--- config.mk ---
export PLATFORM = sky130hd
export DESIGN_NAME = pipe_ctrl
export DESIGN_NICKNAME = d
export VERILOG_FILES = /design/src/rtl/pipe_ctrl_pkg.sv /design/src/rtl/lu_detect.sv /design/src/rtl/pipe_ctrl.sv
export SDC_FILE = /design/constraint.sdc
export NUM_CORES = 1
export LEC_CHECK = 0
export BUFFER_PORTS_ARGS = -buffer_cell sky130_fd_sc_hd__buf_2
export CORE_ASPECT_RATIO = 0.8
export CORE_MARGIN = 8
export CORE_UTILIZATION = 53
export CTS_BUF_LIST = sky130_fd_sc_hd__clkbuf_8
export CTS_CLUSTER_SIZE = 30
export DETAILED_ROUTE_END_ITERATION = 16
export GPL_TIMING_DRIVEN = 0
export PLACE_DENSITY = 0.87
export SYNTH_ARGS = -nofsm -noshare
export SYNTH_HDL_FRONTEND = slang
export SYNTH_SLANG_ARGS = --single-unit
--- constraint.sdc ---
create_clock -name clock -period 2.6 [get_ports clock]
set_clock_uncertainty 0.1 [all_clocks]
set_input_delay 0.52 -clock clock [delete_from_list [all_inputs] [get_ports clock]]
set_output_delay 0.52 -clock clock [all_outputs]
set_load 0.1 [all_outputs]
--- src/rtl/pipe_ctrl_pkg.sv ---
// Shared types and constants for the pipeline stage-register sequencer.
package pipe_ctrl_pkg;

  typedef enum logic [1:0] {
    ST_RUN   = 2'd0,
    ST_MWAIT = 2'd1,
    ST_HALT  = 2'd2
  } state_t;

  localparam logic [4:0] REG_ZERO = 5'd0;

  typedef struct packed {
    logic pc;
    logic ifid;
    logic idex;
    logic exme;
    logic mewb;
  } en_vec_t;

  typedef struct packed {
    logic flush_ifid;
    logic flush_idex;
    logic bubble_mewb;
  } fb_vec_t;

  typedef struct packed {
    en_vec_t en;
    fb_vec_t fb;
  } stage_ctl_t;

  localparam stage_ctl_t CTL_IDLE   = stage_ctl_t'(8'b00000_000);
  localparam stage_ctl_t CTL_RUN    = stage_ctl_t'(8'b11111_000);
  localparam stage_ctl_t CTL_FREEZE = stage_ctl_t'(8'b00001_001);
  localparam stage_ctl_t CTL_BRANCH = stage_ctl_t'(8'b11111_110);
  localparam stage_ctl_t CTL_LU     = stage_ctl_t'(8'b00111_010);

  // Flow control once memory is not stalling: a taken branch squashes the
  // wrong-path ID instruction, so it wins over a load-use hazard.
  function automatic stage_ctl_t flow_ctl(input logic branch, input logic lu);
    if (branch) return CTL_BRANCH;
    if (lu)     return CTL_LU;
    return CTL_RUN;
  endfunction

endpackage

--- src/rtl/lu_detect.sv ---
// Load-use hazard detector: EX-stage load whose destination feeds the ID instruction.
module lu_detect
  import pipe_ctrl_pkg::*;
(
  input  logic [4:0] rs_id,
  input  logic [4:0] rt_id,
  input  logic       use_rt_id,
  input  logic [4:0] rw_ex,
  input  logic       wreg_ex,
  input  logic       m2reg_ex,
  output logic       lu
);

  logic w_rs_hit;
  logic w_rt_hit;

  assign w_rs_hit = (rw_ex == rs_id);
  assign w_rt_hit = use_rt_id && (rw_ex == rt_id);
  assign lu       = m2reg_ex && wreg_ex && (rw_ex != REG_ZERO) && (w_rs_hit || w_rt_hit);

endmodule

--- src/rtl/pipe_ctrl.sv ---
// Stage-register sequencer: load enables, flush/bubble controls, memory
// handshake FSM with timeout, and a saturating stall-cycle counter.
module pipe_ctrl
  import pipe_ctrl_pkg::*;
#(
  parameter int unsigned MEM_TIMEOUT = 16,
  parameter int unsigned TMR_W       = 5,
  parameter int unsigned CNT_W       = 32
) (
  input  logic             clock,
  input  logic             reset_0,
  input  logic [4:0]       rs_id,
  input  logic [4:0]       rt_id,
  input  logic             use_rt_id,
  input  logic [4:0]       rw_ex,
  input  logic             wreg_ex,
  input  logic             m2reg_ex,
  input  logic             branch_ex,
  input  logic             memop_me,
  input  logic             mem_ready,
  output logic             mem_req,
  output logic             en_pc,
  output logic             en_ifid,
  output logic             en_idex,
  output logic             en_exme,
  output logic             en_mewb,
  output logic             flush_ifid,
  output logic             flush_idex,
  output logic             bubble_mewb,
  output logic             mem_err,
  output logic [CNT_W-1:0] stall_cnt,
  output logic [1:0]       state
);

  localparam logic [TMR_W-1:0] TMR_LAST = TMR_W'(MEM_TIMEOUT - 1);

  state_t           r_state;
  state_t           w_state_nx;
  logic [TMR_W-1:0] r_tmr;
  logic [TMR_W-1:0] w_tmr_nx;
  logic             r_err;
  logic             w_err_set;
  logic [CNT_W-1:0] r_cnt;
  logic             w_lu;
  logic             w_req;
  stage_ctl_t       w_ctl;
  stage_ctl_t       w_ctl_out;

  lu_detect u_lu_detect (
    .rs_id     (rs_id),
    .rt_id     (rt_id),
    .use_rt_id (use_rt_id),
    .rw_ex     (rw_ex),
    .wreg_ex   (wreg_ex),
    .m2reg_ex  (m2reg_ex),
    .lu        (w_lu)
  );

  always_comb begin
    w_state_nx = r_state;
    w_tmr_nx   = r_tmr;
    w_err_set  = 1'b0;
    w_req      = 1'b0;
    w_ctl      = CTL_IDLE;
    case (r_state)
      ST_RUN: begin
        w_req = memop_me;
        if (memop_me && !mem_ready) begin
          w_ctl      = CTL_FREEZE;
          w_state_nx = ST_MWAIT;
          w_tmr_nx   = TMR_W'(1);
        end else begin
          w_ctl = flow_ctl(branch_ex, w_lu);
        end
      end
      ST_MWAIT: begin
        w_req = 1'b1;
        if (mem_ready) begin
          w_ctl      = flow_ctl(branch_ex, w_lu);
          w_state_nx = ST_RUN;
          w_tmr_nx   = '0;
        end else if (r_tmr == TMR_LAST) begin
          w_ctl      = CTL_FREEZE;
          w_state_nx = ST_HALT;
          w_err_set  = 1'b1;
        end else begin
          w_ctl    = CTL_FREEZE;
          w_tmr_nx = r_tmr + TMR_W'(1);
        end
      end
      ST_HALT: begin
        w_ctl = CTL_FREEZE;
      end
      default: begin
        w_state_nx = ST_RUN;
        w_tmr_nx   = '0;
      end
    endcase
  end

  always_ff @(posedge clock or posedge reset_0) begin
    if (reset_0) begin
      r_state <= ST_RUN;
      r_tmr   <= '0;
      r_err   <= 1'b0;
      r_cnt   <= '0;
    end else begin
      r_state <= w_state_nx;
      r_tmr   <= w_tmr_nx;
      if (w_err_set) r_err <= 1'b1;
      if ((r_state != ST_HALT) && !w_ctl.en.pc && (r_cnt != '1))
        r_cnt <= r_cnt + CNT_W'(1);
    end
  end

  // Controls are forced low for as long as reset is held, not just at the edge.
  assign w_ctl_out   = reset_0 ? CTL_IDLE : w_ctl;
  assign mem_req     = w_req && !reset_0;
  assign en_pc       = w_ctl_out.en.pc;
  assign en_ifid     = w_ctl_out.en.ifid;
  assign en_idex     = w_ctl_out.en.idex;
  assign en_exme     = w_ctl_out.en.exme;
  assign en_mewb     = w_ctl_out.en.mewb;
  assign flush_ifid  = w_ctl_out.fb.flush_ifid;
  assign flush_idex  = w_ctl_out.fb.flush_idex;
  assign bubble_mewb = w_ctl_out.fb.bubble_mewb;
  assign mem_err     = r_err;
  assign stall_cnt   = r_cnt;
  assign state       = r_state;

endmodule

==> results of run 1 <==
==> power groups by stage <==
stage	combinational, µW	clock, µW	sequential, µW
floorplan	231	0	1080
global placement	665	0	757
detailed placement	674	0	761
CTS	688	497	749
global route	718	523	758
finish	686	492	749
==> stage by stage <==
| step | power, µW | TNS (ns) | hold WS, ns | cells | worst slack (ns) |
|---|---|---|---|---|---|
| finish | 1930 | -0.0190 | 0.323 | 349 | -0.0190 |
| global route | 2000 | -0.110 | 0.349 | 349 | -0.0698 |
| CTS | 1930 | -0.0255 | 0.321 | 349 | -0.0255 |
| detailed placement | 1440 | -0.888 | 0.349 | 341 | -0.345 |
| global placement | 1420 | -0.627 | 0.344 | 341 | -0.295 |
| floorplan | 1310 | -2.49 | 0.372 | 218 | -0.629 |
==> synthesized netlist by cell type (all sizes together), types with 3 or more instances <==
master,instances
nand2,16
o21ai,3
dfrtp,40
nand4,14
clkbuf,5
ha,3
and3,20
xor2,10
nor2b,3
xnor2,33
nor2,13
nor3,5
buf,5
nor4,3
nand3,19
a21oi,3
==> layout by cell type, fill, tap and decap left out, types with 3 or more instances in the layout <==
master,Yosys,final
nand4_1,14,14
buf_2,0,58
ha_1,3,3
nand3_1,19,19
buf_4,5,6
xor2_1,10,10
o21ai_0,3,3
and3_1,20,20
clkbuf_8,0,6
buf_6,0,4
nor2_1,13,11
dfrtp_2,0,15
dfrtp_1,40,24
nand2_1,16,16
xnor2_1,33,33
==> routing by layer <==
metal | GRT usage [%] | vias up | wire length (µm)
li1 | - | 919 | -
met2 | 28.9 | 97 | 2660
met3 | 3.80 | 13 | 473
met1 | 21.9 | 924 | 2370
met5 | 0 | - | 0
met4 | 8.37 | 0 | 101
==> timing repair <==
action                                 4_1_cts  5_1_grt
pin swaps                                    5        0
setup endpoints to repair                    4       32
gates resized for setup                     12        7
endpoints found under the hold margin        0        0
==> worst paths after layout <==
kind,startpoint,endpoint,slack [ns],cells after the start
worst max-delay path,rt_id[1],en_pc,-0.02,7
worst min-delay path,mem_ready,state[0],0.32,2
worst max register to register,stall_cnt[0],stall_cnt[11],0.13,8
worst min register to register,mem_err,mem_err,0.36,1
max in group asynchronous,reset_0,state[0],1.47,2
min in group asynchronous,reset_0,stall_cnt[1],0.34,2
==> critical path: cells and delay by family <==
family                    cells  cell delay, ns
AOI/OAI and AO/OA             2            0.62
xor gates and xnor gates      1            0.16
buffers and inverters         3            0.39
and+or+nand+nor               1            0.30
==> final cells by class <==
type,instances,area (µm²)
multi-input cells,166,1200
fillers,301,1200
flip-flops and latches,40,1020
repair buffers,66,378
plain buffers,10,81.3
well taps,57,71.3
clock buffers,5,68.8
clock inverters,3,38.8
inverters,2,7.51
==> cell families (layout without fill, tap and decap cells) <==
| logic type | count (synthesis) | count (layout) | share of synthesized area, % |
|---|---|---|---|
| mux | 3 | 3 | 1.48 |
| xor+xnor | 43 | 43 | 17.2 |
| buf+inv | 12 | 86 | 2.91 |
| fa+ha+maj | 3 | 3 | 1.71 |
| simple gates | 101 | 101 | 25.0 |
| compound gates | 16 | 16 | 6.05 |
| flops | 40 | 40 | 45.7 |
==> state kept, by name (all words and copies together), names as in the netlist <==
register,flops
state,2
stall_cnt,32
mem_err,1
r_tmr,5
==> impl_metrics.tcl, run 1 <==
set metrics [dict create \
    drive_gt1_share_pct 39.4 \
    p_int_uw 1120 \
    tightest_slew_ns 1.09 \
    cts_sinks 40 \
    num_rows 21 \
    cpMaxStageDelayCell "o41a_4" \
    grt_overflow_total 0 \
    wirelength_um 5600 \
    seq_power_share_pct 38.9 \
    clockBufferDepth 2 \
    max_stage_delay_ns 0.41 \
    place_area_um2 2700 \
    start_util_pct 53.8 \
    path_cells "buf_2 > xor2_1 > nor4_2 > a32oi_2 > o41a_4 > buf_12 > buf_12" \
    yosys_warnings 0 \
    cp_common_cell "buf_12" \
    vias_per_cell 5.60 \
    htreeDepth 2 \
    ys.flop_type "dfrtp_1" \
    p_per_area_nw_per_um2 671 \
    cts_setup_buffers 0 \
    endpoint_kind "output port" \
    antenna_found_initial 0 \
    synth_async_sr_flop_share_pct 100 \
    slew_violations 0 \
    cts_made_buffers 5 \
    hpwl_um 4160 \
    yosysSeqAreaShare_pct 45.7 \
    rsz0062_at_grt "yes" \
    grt_use_total_pct 17.8 \
    clockRootBuffer "clkbuf_8" \
    switching_share_pct 42.0 \
    dieArea_um2 6460 \
    cp_max_fo 3 \
    coreArea_um2 4070 \
    vias 1953 \
    hp-class "in -> reg" \
    required_ns 1.98 \
    start_kind "input port" \
    synthCells 218 \
    finalCritPeriodShare_pct 101 \
    die_y_um 73.5 \
    first_pass_iters 5 \
    io_pins 67 \
    grt_pass1_vias 1877 \
    drt_iter0_drc 101 \
    ys_ff_latch 40 \
    final_util_pct 70.5 \
    io_buffers 66 \
    ys_types 34 \
    postSynthAreaPerCell_um2 10.0 \
    power.switching_uw 809 \
    insertion_delay_ns 0.30 \
    drc 0 \
    comb_power_share_pct 35.6 \
    violations "negative setup slack" \
    die_w_um 87.9 \
    path_class "in -> out" \
    synth-edff-count 0 \
    diodes 0 \
    relSlewSlack_pct 26.9 \
    synth_top_area_cell "dfrtp_1" \
    synth_top_area_share_pct 45.7 \
    setup_viol 1 \
    final_area_um2 2870 \
    worst_slack_ns -0.0190 \
    ir_drop_mv 0.654 \
    cts_hold_buf 0 \
    syn_nets 244 \
    final_nets 317 \
    status "complete, but fails checks" \
    antenna_left 0 \
    max_freq_mhz 382 \
    synthTopCellsByArea "dfrtp_1 46%, xnor2_1 13%, and3_1 5.7%" \
    pwr-share-clk_pct 25.5 \
    cts.clk_slew.worst_paths_ns 0.07 \
    wire_per_inst_um 16.0 \
    syn_to_final_growth_pct 31.1 \
    place_congestion 0.851 \
    leakagePower_uw 0.00138 \
    grt_pass1_wl_um 8880 \
    cts_tree "yes" \
    grt_max_degree 41 \
    fin_crit_ns 2.62 \
    arrival_ns 2.00 \
    report.final.hold_viol_count 0 \
    cap_violations 0 \
    netlist_area_um2 2190 \
]
Note: power is estimated with default switching activity, not from simulation.
==> run 2: changes to the inputs <==
--- a/config.mk
+++ b/config.mk
@@ -5,15 +5,15 @@
 export SDC_FILE = /design/constraint.sdc
 export NUM_CORES = 1
 export LEC_CHECK = 0
-export BUFFER_PORTS_ARGS = -buffer_cell sky130_fd_sc_hd__buf_2
 export CORE_ASPECT_RATIO = 0.8
 export CORE_MARGIN = 8
-export CORE_UTILIZATION = 53
+export CORE_UTILIZATION = 65
 export CTS_BUF_LIST = sky130_fd_sc_hd__clkbuf_8
 export CTS_CLUSTER_SIZE = 30
 export DETAILED_ROUTE_END_ITERATION = 16
+export DONT_BUFFER_PORTS = 1
 export GPL_TIMING_DRIVEN = 0
-export PLACE_DENSITY = 0.87
+export PLACE_DENSITY = 0.86
 export SYNTH_ARGS = -nofsm -noshare
 export SYNTH_HDL_FRONTEND = slang
 export SYNTH_SLANG_ARGS = --single-unit
==> impl_metrics.tcl, run 2 (synthesized netlist as in run 1, its figures left out) <==
set metrics [dict create \
    status "complete, but fails checks" \
    violations "negative setup slack" \
    p_int_uw 1080 \
    holdWs_ns 0.166 \
    ir_drop_mv 0.412 \
    setup_viol 8 \
    syn_to_final_growth_pct 18.8 \
    cts_tree "yes" \
    arrival_ns 2.93 \
    relSlewSlack_pct 24.8 \
    io_buffers 0 \
    seq_power_share_pct 58.2 \
    final_util_pct 78.2 \
    worst_slack_ns -0.949 \
    largest_reg_flops 32 \
    insertion_delay_ns 0.29 \
    finalCritPeriodShare_pct 137 \
    dieArea_um2 5500 \
    grt_pass1_vias 1834 \
    cts_made_buffers 5 \
    rsz0062_at_grt "yes" \
    grt_pass1_wl_um 8910 \
    final_nets 257 \
    drt_iter0_drc 169 \
    path_cells "clkbuf_16 > nor2_4 > nor2_2 > nor3_4 > o41a_4 > buf_12" \
    first_pass_iters 4 \
    place_congestion 0.861 \
    endpoint_kind "output port" \
    cap_violations 0 \
    die_y_um 67.9 \
    power.switching_uw 822 \
    diodes 0 \
    grt_overflow_total 0 \
    hp-class "in -> async" \
    clockBufferDepth 2 \
    antenna_left 0 \
    required_ns 1.98 \
    clockRootBuffer "clkbuf_8" \
    place_area_um2 2350 \
    report.final.hold_viol_count 0 \
    fin_crit_ns 3.55 \
    wirelength_um 5900 \
    tns_ns -4.99 \
    slew_violations 0 \
    coreArea_um2 3330 \
    final_cell_mix "33 x xnor2_1, 20 x and3_1, 20 x dfrtp_2" \
    final_area_um2 2600 \
    pwr-share-clk_pct 26.1 \
    start_kind "flop" \
    cts_sinks 40 \
    io_pins 67 \
    drc 0 \
    die_w_um 80.9 \
    cts.clk_slew.worst_paths_ns 0.08 \
    htreeDepth 2 \
    cpMaxStageDelayCell "nor3_4" \
    drive_gt1_share_pct 30.2 \
    antenna_found_initial 0 \
    fillers 189 \
    switching_share_pct 43.2 \
    num_rows 19 \
    layout_commonest_cell "xnor2_1" \
    power_uw 1900 \
    max_stage_delay_ns 0.85 \
    hpwl_um 4190 \
    reg2reg_depth 8 \
    cp_max_fo 5 \
    wire_per_inst_um 21.5 \
    grt_use_total_pct 21.0 \
    max_freq_mhz 282 \
    comb_power_share_pct 15.6 \
    leakagePower_uw 0.00107 \
    tightest_slew_ns 1.12 \
    grt_max_degree 41 \
    start_util_pct 65.8 \
    path_class "reg -> out" \
    p_per_area_nw_per_um2 730 \
    vias_per_cell 6.66 \
    vias 1825 \
]
## run 2: worst paths after layout
path                                    from       endpoint  slack, ns
worst max-delay path                state[0]          en_pc      -0.95
worst min-delay path                 reset_0       state[0]       0.17
worst max register to register  stall_cnt[0]   stall_cnt[2]       0.06
worst min register to register      r_tmr[4]       r_tmr[4]       0.48
max in group asynchronous            reset_0  stall_cnt[10]       1.63
min in group clock                 mem_ready       state[0]       0.20
## run 2: power groups by stage
stage	Clock, µW	Combinational (µW)	Sequential, µW
floorplan	0	231	1080
global placement	0	250	1090
detailed placement	0	269	1100
CTS	502	279	1100
global route	523	320	1110
finish	497	297	1110
## run 2: area by class of cell
cell class              instances  area [µm²]  area share, %
repair buffers                  6        56.3           2.16
plain buffers                  10        98.8           3.80
well taps                      42        52.6           2.02
clock buffers                   5        68.8           2.64
multi-input cells             166        1220           46.8
inverters                       2        7.51          0.288
flip-flops and latches         40        1060           40.7
clock inverters                 3        42.5           1.63
## run 2: critical path: cells and delay by family, from the launching register on
kind	cells	cell delay, ns
buffers and inverters	2	0.43
AND/OR/NAND/NOR	3	1.02
flip-flops	1	0.63
AO/OA/AOI/OAI	1	0.55
## run 2: routing by layer
layer  track usage [%]  vias to the layer above  share of wire, %
met4              9.78                        0               2.7
met3              6.82                       22               9.6
met1              22.8                      916                38
li1                  -                      802                 -
met2              36.9                       85                50
met5                 0                        -                 0
## run 2: what timing repair did
| action | in CTS | in global routing |
|---|---|---|
| hold buffers | 0 | 0 |
| resized for setup | 20 | 17 |
| setup buffers | 3 | 3 |
| setup endpoints to repair | 40 | 39 |
| pin swaps | 3 | 2 |
## run 2: through the flow
stage,instances,worst slack (ns)
floorplan,218,-0.629
global placement,260,-0.694
detailed placement,260,-0.749
CTS,271,-0.945
global route,274,-1.02
finish,274,-0.949
==> run 3: changes to the inputs <==
--- a/config.mk
+++ b/config.mk
@@ -13,7 +13,8 @@
 export DETAILED_ROUTE_END_ITERATION = 16
 export DONT_BUFFER_PORTS = 1
 export GPL_TIMING_DRIVEN = 0
-export PLACE_DENSITY = 0.86
+export PLACE_DENSITY = 0.81
+export SLEW_MARGIN = 20
 export SYNTH_ARGS = -nofsm -noshare
 export SYNTH_HDL_FRONTEND = slang
 export SYNTH_SLANG_ARGS = --single-unit
==> impl_metrics.tcl, run 3 (synthesized netlist as in run 1, its figures left out) <==
set metrics [dict create \
    violations "negative setup slack" \
    leakagePower_uw 0.00109 \
    ir_drop_mv 0.527 \
    final_cell_mix "33 x xnor2_1, 20 x and3_1, 19 x nand3_1, 19 x dfrtp_2, 16 x nand2_1" \
    fin_crit_ns 3.56 \
    grt_pass1_wl_um 8740 \
    antenna_left 0 \
    required_ns 1.98 \
    arrival_ns 2.94 \
    max_freq_mhz 281 \
    num_rows 19 \
    place_congestion 0.852 \
    final_nets 257 \
    first_pass_iters 4 \
    diodes 0 \
    slew_violations 0 \
    final-seq-area_um2 1050 \
    hpwl_um 3890 \
    regToRegStartpoint "stall_cnt[19]" \
    setup_viol 8 \
    multiInputGateArea_um2 1220 \
    r2r-end "stall_cnt[23]" \
    reg2reg_slack_ns 0.11 \
    p_per_area_nw_per_um2 739 \
    worst_slack_ns -0.956 \
    start_kind "flop" \
    drc 0 \
    cts_sinks 40 \
    final_area_um2 2620 \
    syn_to_final_growth_pct 19.6 \
    largest_reg_flops 32 \
    reg2reg_depth 6 \
    die_w_um 80.9 \
    antenna_found_initial 0 \
    hold_path.startpoint "mem_ready" \
    cts.clk_slew.worst_paths_ns 0.07 \
    tightest_slew_ns 1.14 \
    io_buffers 0 \
    vias_per_cell 6.23 \
    cap_violations 0 \
    relSlewSlack_pct 23.7 \
    start_util_pct 65.8 \
    path_cells "clkbuf_16 > nor2_4 > nor2_2 > nor3_4 > o41a_4 > buf_12" \
    endpoint_kind "output port" \
    path_class "reg -> out" \
    report.final.hold_viol_count 0 \
    wirelength_um 5390 \
    grt_max_degree 37 \
    grt_use_met1_pct 24.9 \
    holdPathEnd "state[0]" \
    max_stage_delay_ns 0.86 \
    grt_overflow_total 0 \
    drive_gt1_share_pct 28.9 \
    final_util_pct 78.7 \
    finalCritPeriodShare_pct 137 \
    rsz0062_at_grt "yes" \
    status "complete, but fails checks" \
    wire_per_inst_um 19.7 \
    cts_made_buffers 5 \
    htreeDepth 2 \
    coreArea_um2 3330 \
    place_area_um2 2370 \
    globalRouteMet3Util_pct 8.01 \
    hold_depth 1 \
    drt_iter0_drc 90 \
    fillers 198 \
    clockRootBuffer "clkbuf_8" \
    insertion_delay_ns 0.30 \
    vias 1708 \
    dp_slack_ns -0.753 \
    io_pins 67 \
    grt_pass1_vias 1784 \
    dieArea_um2 5500 \
    cpMaxStageDelayCell "nor3_4" \
    grt_use_total_pct 20.6 \
    layout_commonest_cell "xnor2_1" \
    hp-class "in -> reg" \
    use_met2_pct 33.9 \
    die_y_um 67.9 \
    cp_max_fo 5 \
    busiest_layer "met2" \
    cts_tree "yes" \
    clockBufferDepth 2 \
]
run 3: cell count changes in the layout (fill, tap and decap cells not counted), sizes merged:
cell and change:
dlygate4sd3 +1, clkbuf +3, clkinvlp -1, buf -2, clkinv -1
run 3: worst max path at each step:
stage / start / end / slack [ns] / depth (start not counted)
after CTS: state[0] / en_pc / -0.97 / 6
after detailed placement: state[0] / en_pc / -0.75 / 6
after global placement: state[0] / en_pc / -0.69 / 6
after floorplan: state[0] / en_pc / -0.63 / 6
after global routing: state[0] / en_pc / -1.00 / 6
final: state[0] / en_pc / -0.96 / 6
run 3: metal layers:
layer / vias up / part of all wire, % / wire [µm]
li1: 797 / - / -
met1: 831 / 41 / 2190
met2: 72 / 47 / 2550
met3: 8 / 11 / 594
met4: 0 / 1.1 / 59
met5: - / 0 / 0
run 3: what timing repair did:
action | CTS | global route
resized for setup | 19 | 14
hold buffers | 1 | 0
setup buffers | 5 | 0
pin swaps | 4 | 1
setup endpoints to repair | 40 | 40
hold endpoints to repair | 4 | 0
run 3: final cells by class:
class	instances	share of cell area [%]
tap	42	2.01
clock inverter	1	1.15
timing repair buffer	6	2.29
sequential	40	40.3
buffer	10	3.87
multi-input combinational	166	46.5
clock buffer	7	3.68
inverter	2	0.287
run 3: per-stage QoR:
step | hold WS, ns | total power [µW] | std cells | setup TNS [ns]
3_3_place_gp | 0.392 | 1350 | 260 | -12.60
2_1_floorplan | 0.372 | 1310 | 218 | -2.49
3_5_place_dp | 0.198 | 1370 | 261 | -13.68
5_1_grt | 0.199 | 2010 | 274 | -5.13
4_1_cts | 0.193 | 1940 | 275 | -4.94
6_report | 0.196 | 1940 | 274 | -4.80
run 3: power breakdown:
part	switching (µW)	total, µW	internal (µW)
registers	416	1100	685
logic	176	285	109
clock network	212	551	339
run 3: critical path, delay by kind of cell (launching register included):
family,cells,cell delay (ns)
and+or+nand+nor,3,1.03
buffers and inverters,2,0.43
DFF,1,0.63
AOI/OAI and AO/OA,1,0.55
